==> src/rtl/gray_frame_writer.sv <==
// RGB565 pixel stream to 8-bit gray frame-RAM writer.
// Frame-gated capture (single-shot or continuous) with optional 2x2 decimation.
module gray_frame_writer #(
    parameter int H_ACTIVE = 640,
    parameter int V_ACTIVE = 480,
    parameter int DECIM    = 0,
    parameter int AW       = 19
) (
    input  logic          clk,
    input  logic          rst,
    input  logic [15:0]   pix_data,
    input  logic          pix_valid,
    input  logic          href,
    input  logic          vsync,
    input  logic          gray_en,
    input  logic          mode_cont,
    input  logic          cap_req,
    output logic          wr_en,
    output logic [AW-1:0] wr_addr,
    output logic [7:0]    wr_data,
    output logic          busy,
    output logic          frame_done,
    output logic          frame_short,
    output logic [7:0]    frame_cnt
);

    localparam int EXP = (DECIM != 0) ? (H_ACTIVE / 2) * (V_ACTIVE / 2)
                                      : H_ACTIVE * V_ACTIVE;
    localparam int XW  = $clog2(H_ACTIVE + 1);
    localparam int YW  = $clog2(V_ACTIVE + 1);
    localparam int CW  = $clog2(EXP + 1);

    typedef enum logic [1:0] {
        S_IDLE,
        S_WAIT_VS,
        S_CAPTURE,
        S_DRAIN
    } state_t;

    state_t        r_state;
    logic          r_vs;
    logic          r_href;
    logic [XW-1:0] r_x;
    logic [YW-1:0] r_y;
    logic [CW-1:0] r_acc;
    logic          r_drain;
    logic [AW-1:0] r_addr;

    logic          r_s1_v;
    logic          r_s1_ge;
    logic [7:0]    r_s1_r;
    logic [7:0]    r_s1_g;
    logic [7:0]    r_s1_b;

    logic          r_wr_en;
    logic [AW-1:0] r_wr_addr;
    logic [7:0]    r_wr_data;
    logic          r_done;
    logic          r_short;
    logic [7:0]    r_cnt;

    logic          w_vs_fall;
    logic          w_vs_rise;
    logic          w_href_fall;
    logic          w_phase_ok;
    logic          w_accept;
    logic [CW-1:0] w_acc_next;
    logic          w_last;
    logic [15:0]   w_sum;
    logic [7:0]    w_luma;

    assign w_vs_fall   = r_vs & ~vsync;
    assign w_vs_rise   = ~r_vs & vsync;
    assign w_href_fall = r_href & ~href;

    assign w_phase_ok = (DECIM == 0) | (~r_x[0] & ~r_y[0]);

    assign w_accept = (r_state == S_CAPTURE) & pix_valid & href
                    & (r_x < XW'(H_ACTIVE)) & (r_y < YW'(V_ACTIVE))
                    & w_phase_ok;

    assign w_acc_next = r_acc + CW'(1);
    assign w_last     = w_accept & (w_acc_next == CW'(EXP));

    // Weights sum to 256, so full-scale white lands exactly on 0xFF00.
    assign w_sum  = 16'd77  * {8'd0, r_s1_r}
                  + 16'd150 * {8'd0, r_s1_g}
                  + 16'd29  * {8'd0, r_s1_b};
    assign w_luma = 8'(w_sum >> 8);

    always_ff @(posedge clk) begin
        if (rst) begin
            r_state   <= S_IDLE;
            r_vs      <= 1'b0;
            r_href    <= 1'b0;
            r_x       <= '0;
            r_y       <= '0;
            r_acc     <= '0;
            r_drain   <= 1'b0;
            r_addr    <= '0;
            r_s1_v    <= 1'b0;
            r_s1_ge   <= 1'b0;
            r_s1_r    <= '0;
            r_s1_g    <= '0;
            r_s1_b    <= '0;
            r_wr_en   <= 1'b0;
            r_wr_addr <= '0;
            r_wr_data <= '0;
            r_done    <= 1'b0;
            r_short   <= 1'b0;
            r_cnt     <= '0;
        end else begin
            r_vs   <= vsync;
            r_href <= href;
            r_done <= 1'b0;

            r_s1_v <= w_accept;
            if (w_accept) begin
                r_s1_r  <= {pix_data[15:11], pix_data[15:13]};
                r_s1_g  <= {pix_data[10:5], pix_data[10:9]};
                r_s1_b  <= {pix_data[4:0], pix_data[4:2]};
                r_s1_ge <= gray_en;
            end

            r_wr_en <= r_s1_v;
            if (r_s1_v) begin
                r_wr_data <= r_s1_ge ? w_luma : r_s1_g;
                r_wr_addr <= r_addr;
                r_addr    <= r_addr + AW'(1);
            end

            case (r_state)
                S_IDLE: begin
                    if (mode_cont | cap_req)
                        r_state <= S_WAIT_VS;
                end
                S_WAIT_VS: begin
                    if (w_vs_fall) begin
                        r_state   <= S_CAPTURE;
                        r_x       <= '0;
                        r_y       <= '0;
                        r_acc     <= '0;
                        r_addr    <= '0;
                        r_wr_addr <= '0;
                    end
                end
                S_CAPTURE: begin
                    if (w_href_fall) begin
                        r_x <= '0;
                        if (r_y != YW'(V_ACTIVE))
                            r_y <= r_y + YW'(1);
                    end else if (pix_valid & href
                                 & (r_x != XW'(H_ACTIVE))) begin
                        r_x <= r_x + XW'(1);
                    end
                    if (w_accept)
                        r_acc <= w_acc_next;
                    if (w_vs_rise | w_last) begin
                        r_state <= S_DRAIN;
                        r_drain <= 1'b0;
                    end
                end
                S_DRAIN: begin
                    // Two cycles flush the accepts still in the pipeline.
                    r_drain <= 1'b1;
                    if (r_drain) begin
                        r_state <= mode_cont ? S_WAIT_VS : S_IDLE;
                        r_done  <= 1'b1;
                        r_short <= (r_acc != CW'(EXP));
                        r_cnt   <= r_cnt + 8'd1;
                    end
                end
                default: r_state <= S_IDLE;
            endcase
        end
    end

    assign wr_en       = r_wr_en;
    assign wr_addr     = r_wr_addr;
    assign wr_data     = r_wr_data;
    assign busy        = (r_state != S_IDLE);
    assign frame_done  = r_done;
    assign frame_short = r_short;
    assign frame_cnt   = r_cnt;

endmodule
==> config.mk <==
export PLATFORM = sky130hd
export DESIGN_NAME = gray_frame_writer
export DESIGN_NICKNAME = d
export VERILOG_FILES = /design/src/rtl/gray_frame_writer.sv
export SDC_FILE = /design/constraint.sdc
export NUM_CORES = 1
export LEC_CHECK = 0
export ABC_AREA = 1
export BUFFER_PORTS_ARGS = -buffer_cell sky130_fd_sc_hd__buf_2
export CORE_MARGIN = 3
export CORE_UTILIZATION = 40
export CTS_BUF_LIST = sky130_fd_sc_hd__clkbuf_16
export CTS_CLUSTER_DIAMETER = 60
export DETAILED_ROUTE_END_ITERATION = 10
export GPL_TIMING_DRIVEN = 0
export PLACE_DENSITY_LB_ADDON = 0.15
export SLEW_MARGIN = 40
export SYNTH_ARGS = -nofsm -noshare
export SYNTH_HDL_FRONTEND = slang
export SYNTH_SLANG_ARGS = --single-unit
==> constraint.sdc <==
create_clock -name clk -period 6.8 [get_ports clk]
set_input_delay 0.34 -clock clk [delete_from_list [all_inputs] [get_ports clk]]
set_output_delay 0.34 -clock clk [all_outputs]
set_load 0.01 [all_outputs]
# Word-level counts from Yosys, hierarchy flattened
# Index checks and enable logic that the tools add are counted.
# totals
reg_bits,126
latch_bits,0
ramBits,0
mem_bits_ro,0
in_bits,24
memories,0
# classes
n_addsub,7
mul,3
div_mod_pow,0
magnitude_cmp,2
eq_ne,15
shifts,0
muxes,27
bitwise_logic,16
n_reduce_logical,11
# ops
cell,count
two-way mux 19 bit,8
adder 19 x 1 -> 19 bit (second input constant),2
case mux 19 bit (2 select lines),1
multiplier 7 x 8 -> 15 bit (first input constant),2
two-way mux 10 bit,3
two-way mux 9 bit,3
case mux 10 bit (2 select lines),1
== test 19 bit (second input constant),1
inequality test 19 bit (second input constant),1
case mux 9 bit (2 select lines),1
adder 15 x 16 -> 16 bit,1
adder 16 x 13 -> 16 bit,1
multiplier 5 x 8 -> 13 bit (first input constant),1
adder 10 x 1 -> 10 bit (second input constant),1
bitwise AND 1 bit,10
< comparator 10 bit (second input constant),1
inequality test 10 bit (second input constant),1
inequality test 2 bit (second input constant),5
adder 9 x 1 -> 9 bit (second input constant),1
< comparator 9 bit (second input constant),1
inequality test 9 bit (second input constant),1
adder 8 x 1 -> 8 bit (second input constant),1
two-way mux 2 bit,4
two-way mux 8 bit,1
other kinds (15),28

# Longest topological paths before layout
# Gate-level depths: netlist (run 1).
# depth
ltp_word,9
mapped_depth,28
ltp_nobuf,28

# Worst setup path after synthesis (run 1)
# No wires, ideal clock.
# synth_timing
path_kind,register -> register
start,register r_s1_g[6]
end,"register r_wr_data[6], in the netlist wr_data[6]"
arrival_time_ps,5892
setup_slack_ps,838
stages_incl_launch_ff,27
n_path_buf,0
path_cell_list,dfxtp_1 -> ha_1 -> ha_1 -> inv_1 -> fa_1 -> fa_1 -> inv_1 -> ha_1 -> a21o_1 -> a21oi_1 -> xnor2_1 -> ha_1 -> fa_1 -> inv_1 -> fa_1 -> fa_1 -> inv_1 -> ha_1 -> nand2_1 -> nor2_1 -> a211oi_1 -> o21ai_0 -> a21oi_1 -> inv_1 -> nand2_1 -> nand3_1 -> a21oi_1
# synth_via
elab_chain_cells,4
# synth_lines
item,line_no,text
"start, declared",52,logic [7:0] r_s1_g;
"start signal, assigned",120,"r_s1_g <= {pix_data[10:5], pix_data[10:9]};"
multiplier 7 x 8 -> 15 bit,87,"+ 16'd150 * {8'd0, r_s1_g}"
adder 15 x 16 -> 16 bit,87,
adder 16 x 13 -> 16 bit,88,"+ 16'd29 * {8'd0, r_s1_b};"
two-way mux 8 bit *,127,r_wr_data <= r_s1_ge ? w_luma : r_s1_g;
"end signal, assigned",127,
"end, declared",57,logic [7:0] r_wr_data;
# Every way passes the cells marked *; elsewhere a longest branch is shown, timed or not.
# A chain may end at the register's enable or synchronous reset.

# Worst setup path in the final report (run 1)
# layout_timing
start,register r_s1_g[4]
end,"register r_wr_data[2], in the netlist wr_data[2]"
# layout_via
elab_chain_cells,4
# layout_lines
item,line_no
multiplier 7 x 8 -> 15 bit,87
adder 15 x 16 -> 16 bit,87
adder 16 x 13 -> 16 bit,88
two-way mux 8 bit,127
# No other way between the ends.

==> results by group, run 1 <==
Run status
  – Status: completed

Detailed routing
  – First drt pass iteration count: 5
  – Vias per cell: 4.856
  – Routed Antenna Nets: 0
  – Drt wl/cell: 13.89 um
  – DR vias: 7259
  – Wirelength, routed: 20760 um
  – Drt drc: 0
  – Initial DRC count: 329

STA
  – Tcrit/Tclk final: 0.9383
  – Highest clock rate: 156.7 MHz
  – Final setup viols: 0
  – RSZ-0062 raised after global routing: false
  – Least-Margin Pin Slew: 807.1 ps
  – TNS Setup: 0 ps
  – Setup Skew: 6.602 ps
  – Final Hold Viols: 0
  – Hold_ws: 177.9 ps
  – Relative slew slack: 0.4619
  – Post-layout min period: 6380 ps
  – Slew Limit Fails: 0

Layout
  – Share of cells above drive strength 1: 0.1000
  – N_diodes: 0
  – # nets final: 1382
  – P&R area growth vs syn: 14.32%
  – Fillers: 2139
  – Finished Layout Cells: 1495

Synth
  – Synth Area in Compound Gates: 0.1184
  – Synth Area in Simple Gates: 0.2104
  – Asr flop ratio synth: 0
  – Post-synthesis sequential area ratio: 0.2742
  – Largest family of logic cells by synthesized area: adder cells
  – Syn nets: 1302
  – Cells after synthesis: 1127
  – Post-Synthesis Cell Area: 0.008616 sq mm
  – Synth Area in XOR/XNOR: 0.03456
  – Flops & latches, synth: 118
  – Post-Synth Adder-Cell Area: 0.2663
  – Distinct cells, synth: 45
  – Yosys warning count: 0
  – Synth Flop Type: dfxtp_1
  – Post-synthesis mux area share: 0
  – Avg Cell Area, Syn: 7.645 sq um
  – Post-synth EDFFs: 0

Setup path
  – Startpoint Class: register
  – Crit path max fanout: 5
  – Critical Path AT: 6650 ps
  – Critical path's slowest cell: fa_1
  – Worst Setup Path Type: register to register
  – Max incr delay on CP: 540 ps
  – Worst reg2reg setup slack: 420 ps
  – Crit. End Element: register
  – Critical path, cell by cell: ha_1 > ha_1 > inv_1 > fa_1 > fa_1 > inv_1 > ha_1 > a21o_1 > a21oi_1 > xnor2_1 > ha_1 > fa_1 > inv_1 > fa_1 > fa_1 > inv_1 > ha_1 > nand2_1 > nor2_1 > a211oi_1 > o21ai_1 > xor2_1 > o21ai_0 > a21oi_1
  – Worst EP required: 7070 ps

CTS
  – Clk slew on worst S/H paths: 60 ps
  – Latest clock arrival within the worst-skew pair: 420 ps
  – Post-CTS Setup Bufs: 0
  – CTS Hold Bufs: 0
  – Root Driver: clkbuf_16
  – CTS tree: yes
  – Clock buffer depth: 2
  – Num CTS Buffers: 17
  – CTS resizes: 0
  – TritonCTS Sinks: 118
  – Htree depth: 4

Die
  – Die height: 152.8 um
  – Floorplan row count: 53
  – I/O pin count: 63
  – Die Area: 0.02334 sq mm
  – Starting density of the core: 0.4086
  – Core Box Area: 0.02109 sq mm
  – Die X: 152.8 um

Placed design
  – Gpl congestion: 0.8254
  – Post-DP HPWL: 16190 um
  – I/O Buffers: 61
  – Inst Count DP: 1463

Global routing
  – GRT Residual Overflow: 0
  – First-pass GRT wire length: 35310 um
  – Largest net degree at the start of global routing: 17
  – Vias in the first global route: 7229
  – Initial antenna violation count: 0
  – Overall Global Routing Usage: 0.1852

Run
  – Max cap viols: 0

Power
  – Peak supply drop: 0.1252 mV
  – Leak: 0.004601 uW
  – Power Density: 250.4 mW/mm^2

Worst hold path
  – Worst hold path class: primary input to register
[cell type report]
cell class | instances | area [sq um] | share of cell area
multi-input cells | 790 | 5425 | 0.5508
clock inverters | 15 | 155.1 | 0.01575
well taps | 275 | 344.1 | 0.03493
plain buffers | 24 | 96.34 | 0.009782
inverters | 195 | 732.0 | 0.07431
repair buffers | 61 | 305.3 | 0.03100
clock buffers | 17 | 425.4 | 0.04319
flip-flops and latches | 118 | 2366 | 0.2402
[cell families (layout without fill, tap and decap cells)]
kind of cell | after synthesis | count (layout)
and+or+nand+nor | 417 | 417
buffers and inverters | 219 | 312
AOI/OAI and AO/OA | 188 | 188
adders and majority gates | 151 | 151
DFF | 118 | 118
xor gates and xnor gates | 34 | 34
[worst paths after layout]
check,start,end,cells after the start
setup / recovery,r_s1_g[4],wr_data[2],24
hold / removal,vsync,r_vs,3
setup reg to reg,r_s1_g[4],wr_data[2],24
hold reg to reg,wr_addr[12],wr_addr[12],2
[power breakdown]
part | switching (uW) | internal, uW | leakage (uW)
Sequential | 45.5 | 719 | 0.000953
Combinational | 510 | 298 | 0.00336
Clock | 354 | 540 | 0.000285
Total | 909 | 1560 | 0.00460
[worst max-delay path, delay by kind of cell (launching register included)]
| family | cells | cell delay (ps) |
|---|---|---|
| simple gates | 2 | 140 |
| fa+ha+maj | 10 | 4080 |
| flops | 1 | 470 |
| xor+xnor | 2 | 340 |
| buf+inv | 4 | 180 |
| compound gates | 6 | 1040 |
[cells in the mapped netlist (2+ instances only)]
cell	n	area share
nand3_1	50	0.029
nand3_2	3	0.0035
buf_2	2	0.0012
clkinv_1	4	0.0017
xnor2_1	12	0.012
dfxtp_1	118	0.27
fa_1	54	0.13
a22oi_1	5	0.0044
a21oi_2	2	0.0020
a211oi_1	4	0.0035
nand4_1	15	0.011
nor3_1	25	0.015
nor3_2	2	0.0023
clkbuf_1	18	0.0078
o21bai_1	3	0.0026
nor2_4	3	0.0039
or2_2	2	0.0015
a21o_1	4	0.0035
nor2_1	108	0.047
inv_2	3	0.0013
ha_1	97	0.14
o21ai_0	51	0.030
xor2_1	22	0.022
inv_1	188	0.082
buf_1	3	0.0013
o21ai_1	2	0.0012
nand2_2	5	0.0036
nor4_1	5	0.0036
nor2_2	3	0.0022
nand2_1	191	0.083
a21boi_0	2	0.0017
a21oi_1	108	0.063
[stage by stage]
| step | setup slack, ps | utilization | power (uW) | instance area [sq um] |
|---|---|---|---|---|
| CTS | 58.23 | 0.4669 | 2511 | 9846 |
| floorplan | 837.9 | - | 1379 | 8616 |
| global route | 34.57 | 0.4671 | 2673 | 9849 |
| global placement | 142.3 | 0.4394 | 1589 | 9265 |
| finish | 419.6 | 0.4671 | 2466 | 9849 |
| detailed placement | 79.01 | 0.4394 | 1601 | 9265 |
[metal layers]
layer,wire length (um),vias up,GRT usage
met5,0,-,0
met4,221,0,0.04582
met3,735,18,0.03380
met2,9675,111,0.3068
met1,10130,3334,0.2518
li1,-,3796,-
[flip-flops by register name (all words and copies together) (netlist names), 2 cells and up]
name / count
r_state: 2
r_s1_g: 6
r_x: 10
r_s1_r: 5
r_addr: 19
r_s1_b: 5
r_acc: 19
r_y: 9
wr_addr: 19
frame_cnt: 8
wr_data: 8
[layout by cell type (no fill, tap or decap), types with 4 or more instances in the layout]
cell	n
a22oi_1	5
buf_2	63
nor3_1	25
nor2_1	108
xor2_1	22
fa_1	54
ha_1	97
a211oi_1	4
a21oi_1	108
o21ai_0	50
nand2_1	191
clkbuf_16	17
inv_1	189
clkbuf_1	18
clkinv_1	4
nor4_1	5
dfxtp_1	117
nand3_1	50
a21o_1	4
nand2_2	5
nand4_1	15
clkinv_4	4
xnor2_1	12
No activity file was read; power rests on OpenSTA's default activity.
==> inputs of run 2 (changes only) <==
- ABC_AREA: 1 -> not set
==> results by group, run 2 <==
Setup path
  – Critical Path AT: 6740 ps (+90 ps)
  – Startpoint Class: register
  – Worst EP required: 7050 ps (-20 ps)
  – Worst Setup Path Type: register to register
  – Max incr delay on CP: 540 ps (about the same)
  – Critical path, cell by cell: ha_1 > ha_1 > inv_1 > fa_1 > fa_1 > inv_1 > ha_1 > a21oi_1 > xnor2_1 > ha_1 > fa_1 > inv_1 > fa_1 > fa_1 > inv_1 > ha_1 > a21oi_1 > a21oi_1 > o31a_1 > or3_1 > nand3_1 > a311oi_1
  – Crit. End Element: register
  – Crit path max fanout: 6 (+1)
  – Critical path's slowest cell: fa_1
  – Worst reg2reg setup slack: 310 ps (-110 ps)

Die
  – Die X: 151.2 um (-1.0%)
  – Die height: 151.2 um (-1.0%)
  – I/O pin count: 63 (unchanged)
  – Die Area: 0.02285 sq mm (-2.1%)
  – Core Box Area: 0.02049 sq mm (-2.8%)
  – Floorplan row count: 52 (-1.9%)
  – Starting density of the core: 0.4114 (+0.002788)

STA
  – TNS Setup: 0 ps (unchanged)
  – Least-Margin Pin Slew: 647.4 ps (-159.7 ps)
  – Slew Limit Fails: 0 (unchanged)
  – Setup Skew: 5.879 ps (-0.7230 ps)
  – Relative slew slack: 0.5684 (+0.1064)
  – Hold_ws: 164.0 ps (-13.88 ps)
  – Post-layout min period: 6487 ps (+107.0 ps)
  – Highest clock rate: 154.1 MHz (-1.6%)
  – Final Hold Viols: 0 (unchanged)
  – Tcrit/Tclk final: 0.9540 (+0.01574)
  – RSZ-0062 raised after global routing: false
  – Final setup viols: 0 (unchanged)

Run status
  – Status: completed

CTS
  – Num CTS Buffers: 17 (unchanged)
  – Root Driver: clkbuf_16
  – CTS resizes: 0 (unchanged)
  – CTS tree: yes
  – Post-CTS Setup Bufs: 0 (unchanged)
  – CTS Hold Bufs: 0 (unchanged)
  – Latest clock arrival within the worst-skew pair: 410 ps (about the same)
  – Clock buffer depth: 2 (unchanged)
  – Htree depth: 4 (unchanged)
  – Clk slew on worst S/H paths: 60 ps (about the same)
  – TritonCTS Sinks: 118 (unchanged)

Layout
  – P&R area growth vs syn: 14.78%
  – Fillers: 2066 (-3.4%)
  – Share of cells above drive strength 1: 0.1128 (+0.01278)
  – N_diodes: 0 (unchanged)
  – Most frequent cells in the layout: nor2_1 (125), dfxtp_1 (115), inv_1 (107)
  – # nets final: 1226 (-11%)
  – Commonest non-fill, non-tap cell in the layout: nor2_1

Power
  – Peak supply drop: 0.1750 mV (+40%)
  – Power Density: 223.2 mW/mm^2 (-11%)
  – Leak: 0.004382 uW (-4.8%)

Synth
  – Distinct cells, synth: 63 (+40%)
  – Asr flop ratio synth: 0 (unchanged)
  – Yosys warning count: 0 (unchanged)
  – Post-synth EDFFs: 0 (unchanged)
  – Syn nets: 1145 (-12%)
  – Cells after synthesis: 970 (-14%)
  – Synth top area cells: dfxtp_1 (28%), ha_1 (14%), fa_1 (13%)
  – Commonest cells in the netlist: nor2_1 (125), dfxtp_1 (118), inv_1 (106)
  – Flops & latches, synth: 118 (unchanged)
  – Avg Cell Area, Syn: 8.691 sq um (+14%)
  – Most common cell in the synthesized netlist: nor2_1
  – Synth Flop Type: dfxtp_1
  – Post-synthesis sequential area ratio: 0.2802 (+0.006022)
  – Post-Synthesis Cell Area: 0.008431 sq mm (-2.1%)
  – Synth area leader: dfxtp_1
  – Yosys top cell area share: 0.2802 (+0.006022)

Global routing
  – Overall Global Routing Usage: 0.1776 (-0.007599)
  – Vias in the first global route: 6494 (-10%)
  – GRT Residual Overflow: 0 (unchanged)
  – First-pass GRT wire length: 32040 um (-9.3%)
  – Initial antenna violation count: 0 (unchanged)
  – Largest net degree at the start of global routing: 17 (unchanged)

Detailed routing
  – DR vias: 6592 (-9.2%)
  – Wirelength, routed: 18990 um (-8.6%)
  – Drt drc: 0 (unchanged)
  – Initial DRC count: 265 (-19%)
  – Vias per cell: 4.942 (+1.8%)
  – First drt pass iteration count: 5 (unchanged)
  – Routed Antenna Nets: 0 (unchanged)
  – Drt wl/cell: 14.23 um (+2.5%)

Placed design
  – I/O Buffers: 62 (+1.6%)
  – Post-DP HPWL: 15070 um (-6.9%)
  – Gpl congestion: 0.8123 (-1.6%)

Run
  – Max cap viols: 0 (unchanged)

Worst hold path
  – Worst hold path class: primary input to register
run 2: changes by cell type after synthesis, moves of 23 or more:
cell	previous run	this run
a21oi_1	108	52
inv_1	188	106
mux2i_1	0	25
nand2_1	191	92
nand3_1	50	27
o21ai_0	51	28
run 2: power breakdown:
group,switching (uW),leakage [uW],internal (uW)
Clock,322,0.000281,570
Sequential,30.2,0.000953,712
Combinational,329,0.00315,196
run 2: worst max-delay path: cells and delay by family, from the launching register on:
kind                     cells  cell delay [ps]
adder cells (fa/ha/maj)     10             4010
AO/OA/AOI/OAI                5             1050
flip-flops                   1              510
AND/OR/NAND/NOR              2              400
buffers and inverters        4              180
XOR/XNOR                     1              170
run 2: layout make-up:
type / instances / area, sq um / share of cell area
clock inverters: 15 / 162.7 / 0.01681
repair buffers: 62 / 310.3 / 0.03207
clock buffers: 17 / 425.4 / 0.04396
inverters: 106 / 397.9 / 0.04112
well taps: 270 / 337.8 / 0.03491
multi-input cells: 711 / 5508 / 0.5692
plain buffers: 35 / 168.9 / 0.01746
flip-flops and latches: 118 / 2366 / 0.2445
run 2: logic make-up (layout without fill, tap and decap cells):
group,Yosys count,count (layout),share of synthesized area
AO/OA/AOI/OAI,135,135,0.1021
XOR/XNOR,58,58,0.06026
adder cells (fa/ha/maj),151,151,0.2722
buffers and inverters,141,235,0.06708
flip-flops,118,118,0.2802
multiplexers,26,26,0.03102
AND/OR/NAND/NOR,341,341,0.1871
run 2: worst paths after layout:
check              start    endpoint  depth (start not counted)
max            r_s1_g[4]  wr_data[6]                         22
min          pix_data[9]   r_s1_g[6]                          3
max reg2reg    r_s1_g[4]  wr_data[6]                         22
min reg2reg   wr_data[1]  wr_data[1]                          2
run 2: through the flow:
stage,std cells,worst slack (ps),total power (uW),utilization,instance area (sq um)
2_1_floorplan,970,723.2,1149,-,8431
3_3_place_gp,1302,82.79,1287,0.4430,9079
3_5_place_dp,1302,101.3,1290,0.4430,9079
4_1_cts,1334,82.44,2191,0.4717,9667
5_1_grt,1334,13.86,2304,0.4722,9677
6_report,1334,312.6,2159,0.4722,9677
run 2: layer usage:
layer / GRT usage / wire length, um / part of all wire / up-vias
li1: - / - / - / 3412
met1: 0.2268 / 8835 / 0.47 / 3094
met2: 0.3110 / 9489 / 0.50 / 72
met3: 0.03381 / 482 / 0.025 / 14
met4: 0.04080 / 178 / 0.0094 / 0
met5: 0 / 0 / 0 / -
